## config.mk

```make
export PLATFORM = sky130hd
export DESIGN_NAME = bridge_dataslot_request_arbiter
export DESIGN_NICKNAME = d
export VERILOG_FILES = /design/src/rtl/bridge_dataslot_request_arbiter.sv
export SDC_FILE = /design/constraint.sdc
export NUM_CORES = 1
export LEC_CHECK = 0
export CORE_MARGIN = 5
export CORE_UTILIZATION = 40
export CTS_BUF_LIST = sky130_fd_sc_hd__clkbuf_16
export DETAILED_ROUTE_END_ITERATION = 10
export GPL_TIMING_DRIVEN = 0
export PLACE_DENSITY_LB_ADDON = 0.2
export SLEW_MARGIN = 20
export SYNTH_ARGS = -nofsm -noshare
export SYNTH_HDL_FRONTEND = slang
export SYNTH_SLANG_ARGS = --single-unit
```

## constraint.sdc

```tcl
create_clock -name clk -period 2.81 [get_ports clk]
set_input_delay 0.281 -clock clk [delete_from_list [all_inputs] [get_ports clk]]
set_output_delay 0.281 -clock clk [all_outputs]
set_load 0.01 [all_outputs]
```

## src/rtl/bridge_dataslot_request_arbiter.sv

```systemverilog
// Round-robin arbiter funnelling dataslot requests into one host command port.
// Optional WAIT timeout: define BRIDGE_DATASLOT_ARB_TIMEOUT_EN.
module bridge_dataslot_request_arbiter #(
  parameter int          NUM_REQ        = 4,
  parameter logic [23:0] TIMEOUT_CYCLES = 24'd10_000_000
) (
  input  logic                     clk,
  input  logic                     reset_n,
  input  logic [NUM_REQ-1:0]       req_valid,
  input  logic [NUM_REQ-1:0]       req_write,
  input  logic [NUM_REQ-1:0][15:0] req_slot_id,
  output logic [NUM_REQ-1:0]       req_done,
  output logic [3:0]               req_status,
  output logic                     cmd_valid,
  input  logic                     cmd_ready,
  output logic                     cmd_write,
  output logic [15:0]              cmd_slot_id,
  input  logic                     rsp_valid,
  input  logic [3:0]               rsp_status,
  output logic                     busy
);

  localparam int IW = $clog2(NUM_REQ);

  typedef enum logic [1:0] {
    IDLE,
    ISSUE,
    WAIT,
    RESP
  } state_t;

  state_t        state;
  state_t        state_nx;
  logic [IW-1:0] grant;
  logic [IW-1:0] last_grant;
  logic [IW-1:0] pick;
  logic [IW-1:0] cand;
  logic          pick_vld;
  logic [3:0]    status_q;
  logic          timeout;

  if (NUM_REQ < 2 || NUM_REQ > 8 ||
      TIMEOUT_CYCLES == 24'd0) begin : g_param_chk
    $error("bad arbiter parameters");
  end

`ifdef BRIDGE_DATASLOT_ARB_TIMEOUT_EN
  logic [23:0] wait_cnt;

  assign timeout = (wait_cnt == TIMEOUT_CYCLES - 24'd1);

  // Count cycles spent in WAIT; cleared whenever we leave it.
  always_ff @(posedge clk or negedge reset_n) begin
    if (!reset_n) begin
      wait_cnt <= '0;
    end else if (state == WAIT) begin
      wait_cnt <= wait_cnt + 24'd1;
    end else begin
      wait_cnt <= '0;
    end
  end
`else
  assign timeout = 1'b0;
`endif

  // Scan from last_grant+1 upward; the nearest active requester wins.
  always_comb begin
    pick     = '0;
    pick_vld = 1'b0;
    cand     = '0;
    for (int k = NUM_REQ; k >= 1; k--) begin
      cand = IW'((int'(last_grant) + k) % NUM_REQ);
      if (req_valid[cand]) begin
        pick     = cand;
        pick_vld = 1'b1;
      end
    end
  end

  // State register.
  always_ff @(posedge clk or negedge reset_n) begin
    if (!reset_n) begin
      state <= IDLE;
    end else begin
      state <= state_nx;
    end
  end

  // Next-state logic; a real response beats a same-cycle timeout.
  always_comb begin
    state_nx = state;
    unique case (state)
      IDLE:    if (pick_vld) state_nx = ISSUE;
      ISSUE:   if (cmd_ready) state_nx = WAIT;
      WAIT:    if (rsp_valid || timeout) state_nx = RESP;
      RESP:    state_nx = IDLE;
      default: state_nx = IDLE;
    endcase
  end

  // Latch the granted command, the host status and the rr pointer.
  always_ff @(posedge clk or negedge reset_n) begin
    if (!reset_n) begin
      grant       <= '0;
      last_grant  <= IW'(NUM_REQ - 1);
      cmd_write   <= 1'b0;
      cmd_slot_id <= '0;
      status_q    <= '0;
    end else begin
      if (state == IDLE && pick_vld) begin
        grant       <= pick;
        cmd_write   <= req_write[pick];
        cmd_slot_id <= req_slot_id[pick];
      end
      if (state == WAIT) begin
        if (rsp_valid) begin
          status_q <= rsp_status;
        end else if (timeout) begin
          status_q <= 4'hF;
        end
      end
      if (state == RESP) begin
        last_grant <= grant;
      end
    end
  end

  assign cmd_valid  = (state == ISSUE);
  assign busy       = (state != IDLE);
  assign req_done   = (state == RESP) ?
                      (NUM_REQ'(1) << grant) : '0;
  assign req_status = (state == RESP) ? status_q : 4'h0;

endmodule

```

==> impl_metrics.yaml, run 1 <==
run_status:
  status: "finished, final reports clean"
clock_tree:
  root_buffer: "clkbuf_16"
  hold_buffers: 0
  htreeDepth: 1
  clkTransAtPathRegs_ps: 70
  post_cts_buffers: 0
  numClockSinks: 27
  cts_tree: "done"
  ctsResizeCount: 0
  cts_buffers: 3
  cts_max_path_buffers: 2
  worst_skew_pair.late_latency_ps: 260
setup_path:
  cp-start-kind: "flop"
  cp_num_buf_inv: 2
  rrSetupSlack_ps: 970
  cp_cell_sequence: "ha_1 > clkbuf_1 > nor3b_1 > clkdlybuf4s50_1"
  r2r_end: "cmd_slot_id[11]"
  cp_data_arrival_time_ps: 1910
  crit_family: "buffers and inverters"
  reg2regPathDepth: 7
  critPathMaxFanout: 10
  crit_slowest_cell: "clkdlybuf4s50_1"
  r2r_start: "last_grant[0]"
  slowest_delay_ps: 590
  end_kind: "output pin"
  critPathKind: "flop to output pin"
  critical_path_required_ps: 2530
layout:
  multi_input_area_um2: 943
  final_nets: 351
  layout_common_cells: "clkdlybuf4s50_1, mux2i_1, dfrtp_1, nand2_1, o221ai_2"
  nFillCells: 345
  area_delta_synth_final_pct: 68.1
  final_common_cell: "clkdlybuf4s50_1"
  utilization_pct: 68.5
  drive_above_1_share_pct: 12.4
  insertedDiodeCount: 0
  seq_area_um2: 678
synth:
  synth_nets: 240
  syn_area_per_cell_um2: 11.3
  synthMuxAreaShare_pct: 22.5
  synth_cell_type_count: 32
  synth_fa_ha_area_share_pct: 2.84
  yosys.area_share.simple_pct: 11.7
  ys_warn_count: 0
  synthCells: 156
  synth-seq-cells: 27
  synth_compound_area_share_pct: 16.5
  yosysSeqAreaShare_pct: 38.5
  syn_area_um2: 1760
  synth_xor_area_share_pct: 0
  synth_top_family_by_area: "multiplexers"
job:
  cap_violations: 0
pwr:
  p_leak_nw: 1.26
  p_per_area_nw_per_um2: 890
  irDropWorstVdd_uv: 594
die:
  fp.dieH_um: 76.4
  core_area_um2: 4320
  rows: 24
  start_util_pct: 40.7
  die_area_um2: 5830
  ios: 107
  dieWidth_um: 76.4
sta:
  fin_ws_ps: 615
  setup_viol: 0
  tightest_slew_ps: 626
  min_period_over_period_pct: 78.1
  maxSlewViolCount: 0
  rsz0062_at_grt: "no"
  period_minus_slack_ps: 2200
  hold_viol: 0
  relSlewSlack_pct: 58.3
  fmax_ghz: 0.456
  fin_skew_ps: 7.93
  setup_tns_ps: 0
route:
  wire_per_inst_um: 16.1
  first_pass_iters: 4
  drc: 0
  vias: 1624
  ant_nets: 0
  vias_per_cell: 5.11
  totalWireLength_mm: 5.14
  drt_iter0_markers: 89
min_path:
  hold_path_class: "input pin to asynchronous set/reset pin"
placement:
  place_worst_setup_slack_ps: 664
  post-dp-hpwl_mm: 4.09
  port_buffers: 106
  place.gp.congestion: 0.792
grt:
  use_met2_pct: 27.5
  grt_pass1_wl_mm: 8.50
  top_usage_layer: "met2"
  grt_start_max_net_pins: 28
  grt_remaining_overflow: 0
  grt_pass1_vias: 1691
  use_met1_pct: 24.8
  grtUsageTotal_pct: 17.7
  grt_util_met3_pct: 5.32
  antenna_found_initial: 0
[cell families (layout without fill, tap and decap cells)]
group | after synthesis | count (layout)
fa+ha+maj | 4 | 4
buf+inv | 17 | 127
mux | 39 | 39
compound gates | 27 | 27
flops | 27 | 27
simple gates | 42 | 42
[per-layer routing]
layer / vias to the layer above / routed length, um
met4: 0 / 27
met1: 763 / 2200
met3: 2 / 383
met2: 65 / 2520
li1: 794 / -
met5: - / 0
[flip-flops by register name, indices dropped and copies added, names as in the netlist]
register / cells
status_q: 4
grant: 2
last_grant: 2
state: 2
cmd_slot_id: 16
cmd_write: 1
[layout make-up]
cell class	instances	share of cell area [%]
repair buffers	106	35.7
multi-input cells	112	31.9
flip-flops and latches	27	22.9
plain buffers	11	3.97
clock buffers	3	2.53
well taps	52	2.20
inverters	6	0.760
clock inverters	1	0.127
[report_power, final]
group | internal, W | leakage (nW) | switching [W] | total, W
clock | 0.000190 | 0.0423 | 0.000129 | 0.000319
sequential | 0.000597 | 0.326 | 0.000118 | 0.000716
combinational | 0.000891 | 0.894 | 0.000709 | 0.00160
[through the flow]
step	hold slack, ps	cell area [um^2]	instances	power [W]
after detailed placement	337	2880	314	0.00235
after global routing	90.9	2960	318	0.00284
after global placement	468	2890	314	0.00232
after CTS	51.4	2960	318	0.00268
final	30.5	2960	318	0.00263
after floorplan	-14.6	1760	156	0.00170
[worst max path at each step]
stage,from,depth (start not counted),end
after floorplan,last_grant[0],7,cmd_slot_id[0]
after global placement,req_valid[2],8,cmd_slot_id[0]
after detailed placement,req_valid[2],8,cmd_slot_id[11]
after CTS,state[0],4,req_done[0]
after global routing,state[0],4,req_done[0]
final,state[0],4,req_done[0]
[cell usage after synthesis (all sizes together)]
| library cell | count | area share (%) |
|---|---|---|
| nor3b | 1 | 0.43 |
| ha | 4 | 2.8 |
| a21oi | 1 | 0.28 |
| buf | 8 | 6.0 |
| and2 | 4 | 1.4 |
| o221ai | 17 | 12 |
| a221oi | 1 | 0.50 |
| mux2 | 5 | 3.2 |
| o32a | 1 | 0.57 |
| dfrtp | 25 | 36 |
| dfstp | 2 | 3.0 |
| nand2 | 23 | 4.9 |
| nor2 | 2 | 0.43 |
| nand2b | 5 | 1.8 |
| o22ai | 1 | 0.36 |
| clkbuf | 3 | 0.64 |
| or2 | 2 | 0.71 |
| a31oi | 1 | 0.36 |
| nor2b | 1 | 0.36 |
| a211oi | 1 | 0.71 |
| and3b | 1 | 0.50 |
| inv | 6 | 1.3 |
| nor3 | 2 | 0.85 |
| o21ai | 4 | 1.3 |
| mux2i | 34 | 19 |
| and3 | 1 | 0.36 |
Power figures use the tool's default switching activity.
==> run 2, diff against run 1 <==
CORE_UTILIZATION = 37   (was 40)
clock period = 2.3 ns   (was 2.81 ns; I/O delays follow)
==> run 2 against run 1 <==
  * Register-to-register slack worse by 530 ps
  * Clock-buffer cell count stayed put
  * Non-clock buffer count stayed put
  * Hold slack improved by 460 ps
  * Global-route usage fell by 0.97 points
  * Highest routed layer unchanged
  * Die area is 7.0% higher
  * Critical path depth decreased by 1
  * First-iteration DRC count decreased by 53%
==> impl_metrics.yaml, run 2 (synthesized netlist as in run 1, its figures left out) <==
run_status:
  status: "finished, final reports clean"
sta:
  setup_viol: 0
  min_period_over_period_pct: 88.0
  tightest_slew_ps: 603
  relSlewSlack_pct: 59.8
  hold_viol: 0
  setup_tns_ps: 0
  rsz0062_at_grt: "no"
  period_minus_slack_ps: 2020
  maxSlewViolCount: 0
  fin_skew_ps: 1.33
  fmax_ghz: 0.494
layout:
  largest_reg_flops: 16
  insertedDiodeCount: 0
  instances_no_fill: 320
  final_nets: 351
  reg_top3: "cmd_slot_id: 16 flops, status_q: 4 flops"
  layout_common_cells: "clkdlybuf4s50_1, mux2i_1, dfrtp_1, nand2_1, o221ai_2"
  area_delta_synth_final_pct: 68.6
  top_register: "cmd_slot_id"
  final_common_cell: "clkdlybuf4s50_1"
  drive_above_1_share_pct: 12.4
  nFillCells: 382
clock_tree:
  cts_tree: "done"
  worst_skew_pair.late_latency_ps: 260
  numClockSinks: 27
  htreeDepth: 1
  clkTransAtPathRegs_ps: 70
  cts_buffers: 3
  cts_max_path_buffers: 2
  root_buffer: "clkbuf_16"
route:
  totalWireLength_mm: 5.14
  drt_iter0_markers: 42
  wire_per_inst_um: 16.1
  ant_nets: 0
  vias: 1596
  first_pass_iters: 6
  drc: 0
  vias_per_cell: 4.99
setup_path:
  critPathKind: "flop to output pin"
  cp_data_arrival_time_ps: 1790
  end_kind: "output pin"
  cp-start-kind: "flop"
  critPathMaxFanout: 10
  critical_path_required_ps: 2070
die:
  die_area_um2: 6240
  ios: 107
  start_util_pct: 37.8
  rows: 25
  fp.dieH_um: 79
  dieWidth_um: 79
  core_area_um2: 4660
placement:
  place.gp.congestion: 0.692
  post-dp-hpwl_mm: 4.14
  dp.cells: 316
  port_buffers: 106
pwr:
  clkPwrFrac_pct: 12.3
  p_per_area_nw_per_um2: 1090
  intPower_w: 0.00205
  power_frac_seq_pct: 26.9
  p_switching_w: 0.00119
  power_switching_share_pct: 36.6
  p_leak_nw: 1.27
  irDropWorstVdd_uv: 521
  p_comb_share_pct: 60.8
job:
  cap_violations: 0
grt:
  grt_remaining_overflow: 0
  antenna_found_initial: 0
  grtUsageTotal_pct: 16.7
  grt_pass1_vias: 1709
  grt_start_max_net_pins: 28
  grt_pass1_wl_mm: 8.35
min_path:
  hold_path_class: "flop to flop"
-- run 2: cell count changes in the layout (fill, tap and decap cells not counted), sizes merged --
cell,change
clkbuf,-1
dlygate4sd3,+1
-- run 2: per-stage QoR --
step | worst slack [ps] | power (W) | util [%] | area, um^2 | hold slack, ps
after floorplan | 609 | 0.00208 | - | 1760 | -65.6
after global placement | 202 | 0.00285 | 62.0 | 2890 | 466
after detailed placement | 185 | 0.00289 | 61.9 | 2890 | 289
after CTS | 137 | 0.00329 | 63.8 | 2970 | 491
after global routing | 108 | 0.00349 | 63.7 | 2970 | 503
final | 275 | 0.00324 | 63.7 | 2970 | 487
-- run 2: cell type report --
class | instances | area, um^2 | area share (%)
Timing Repair Buffer | 107 | 1070 | 35.9
Clock inverter | 1 | 3.75 | 0.126
Inverter | 6 | 22.5 | 0.758
Sequential cell | 27 | 678 | 22.8
Clock buffer | 3 | 75.1 | 2.53
Tap cell | 54 | 67.6 | 2.27
Multi-Input combinational cell | 112 | 943 | 31.8
Buffer | 10 | 114 | 3.83
-- run 2: routing by layer --
metal / GRT usage [%] / vias to the layer above / share of wire, %
met1: 20.4 / 731 / 41
li1: - / 798 / -
met5: 0 / - / 0
met2: 28.9 / 63 / 49
met4: 4.12 / 0 / 0.56
met3: 4.88 / 4 / 9.5
-- run 2: power by group through the flow --
stage | Combinational [W] | Sequential (W) | Clock, W
2_1_floorplan | 0.00115 | 0.000927 | 0
3_3_place_gp | 0.00198 | 0.000867 | 0
3_5_place_dp | 0.00201 | 0.000881 | 0
4_1_cts | 0.00201 | 0.000875 | 0.000405
5_1_grt | 0.00215 | 0.000909 | 0.000430
6_report | 0.00197 | 0.000872 | 0.000397
-- run 2: path summary, 6_finish.rpt --
check,endpoint,from,slack (ps),cells past startpoint
min reg2reg,cmd_slot_id[8],cmd_slot_id[8],490,2
min in group asynchronous,cmd_slot_id[2],reset_n,530,2
max reg2reg,cmd_write,last_grant[0],440,7
max,req_done[0],state[0],280,3
min,cmd_slot_id[8],cmd_slot_id[8],490,2
max in group asynchronous,state[1],reset_n,1370,2
-- run 2: critical path: stages (launching register included) --
cell and delay (ps):
dfrtp_1 400, ha_1 340, nor3b_1 230, clkdlybuf4s50_1 560
-- run 2: repair_timing --
action,4_1_cts,5_1_grt
gates resized for setup,0,0
endpoints found under the hold margin,11,0
endpoints found under the setup margin,0,1
setup buffers,0,0
hold buffers,1,0
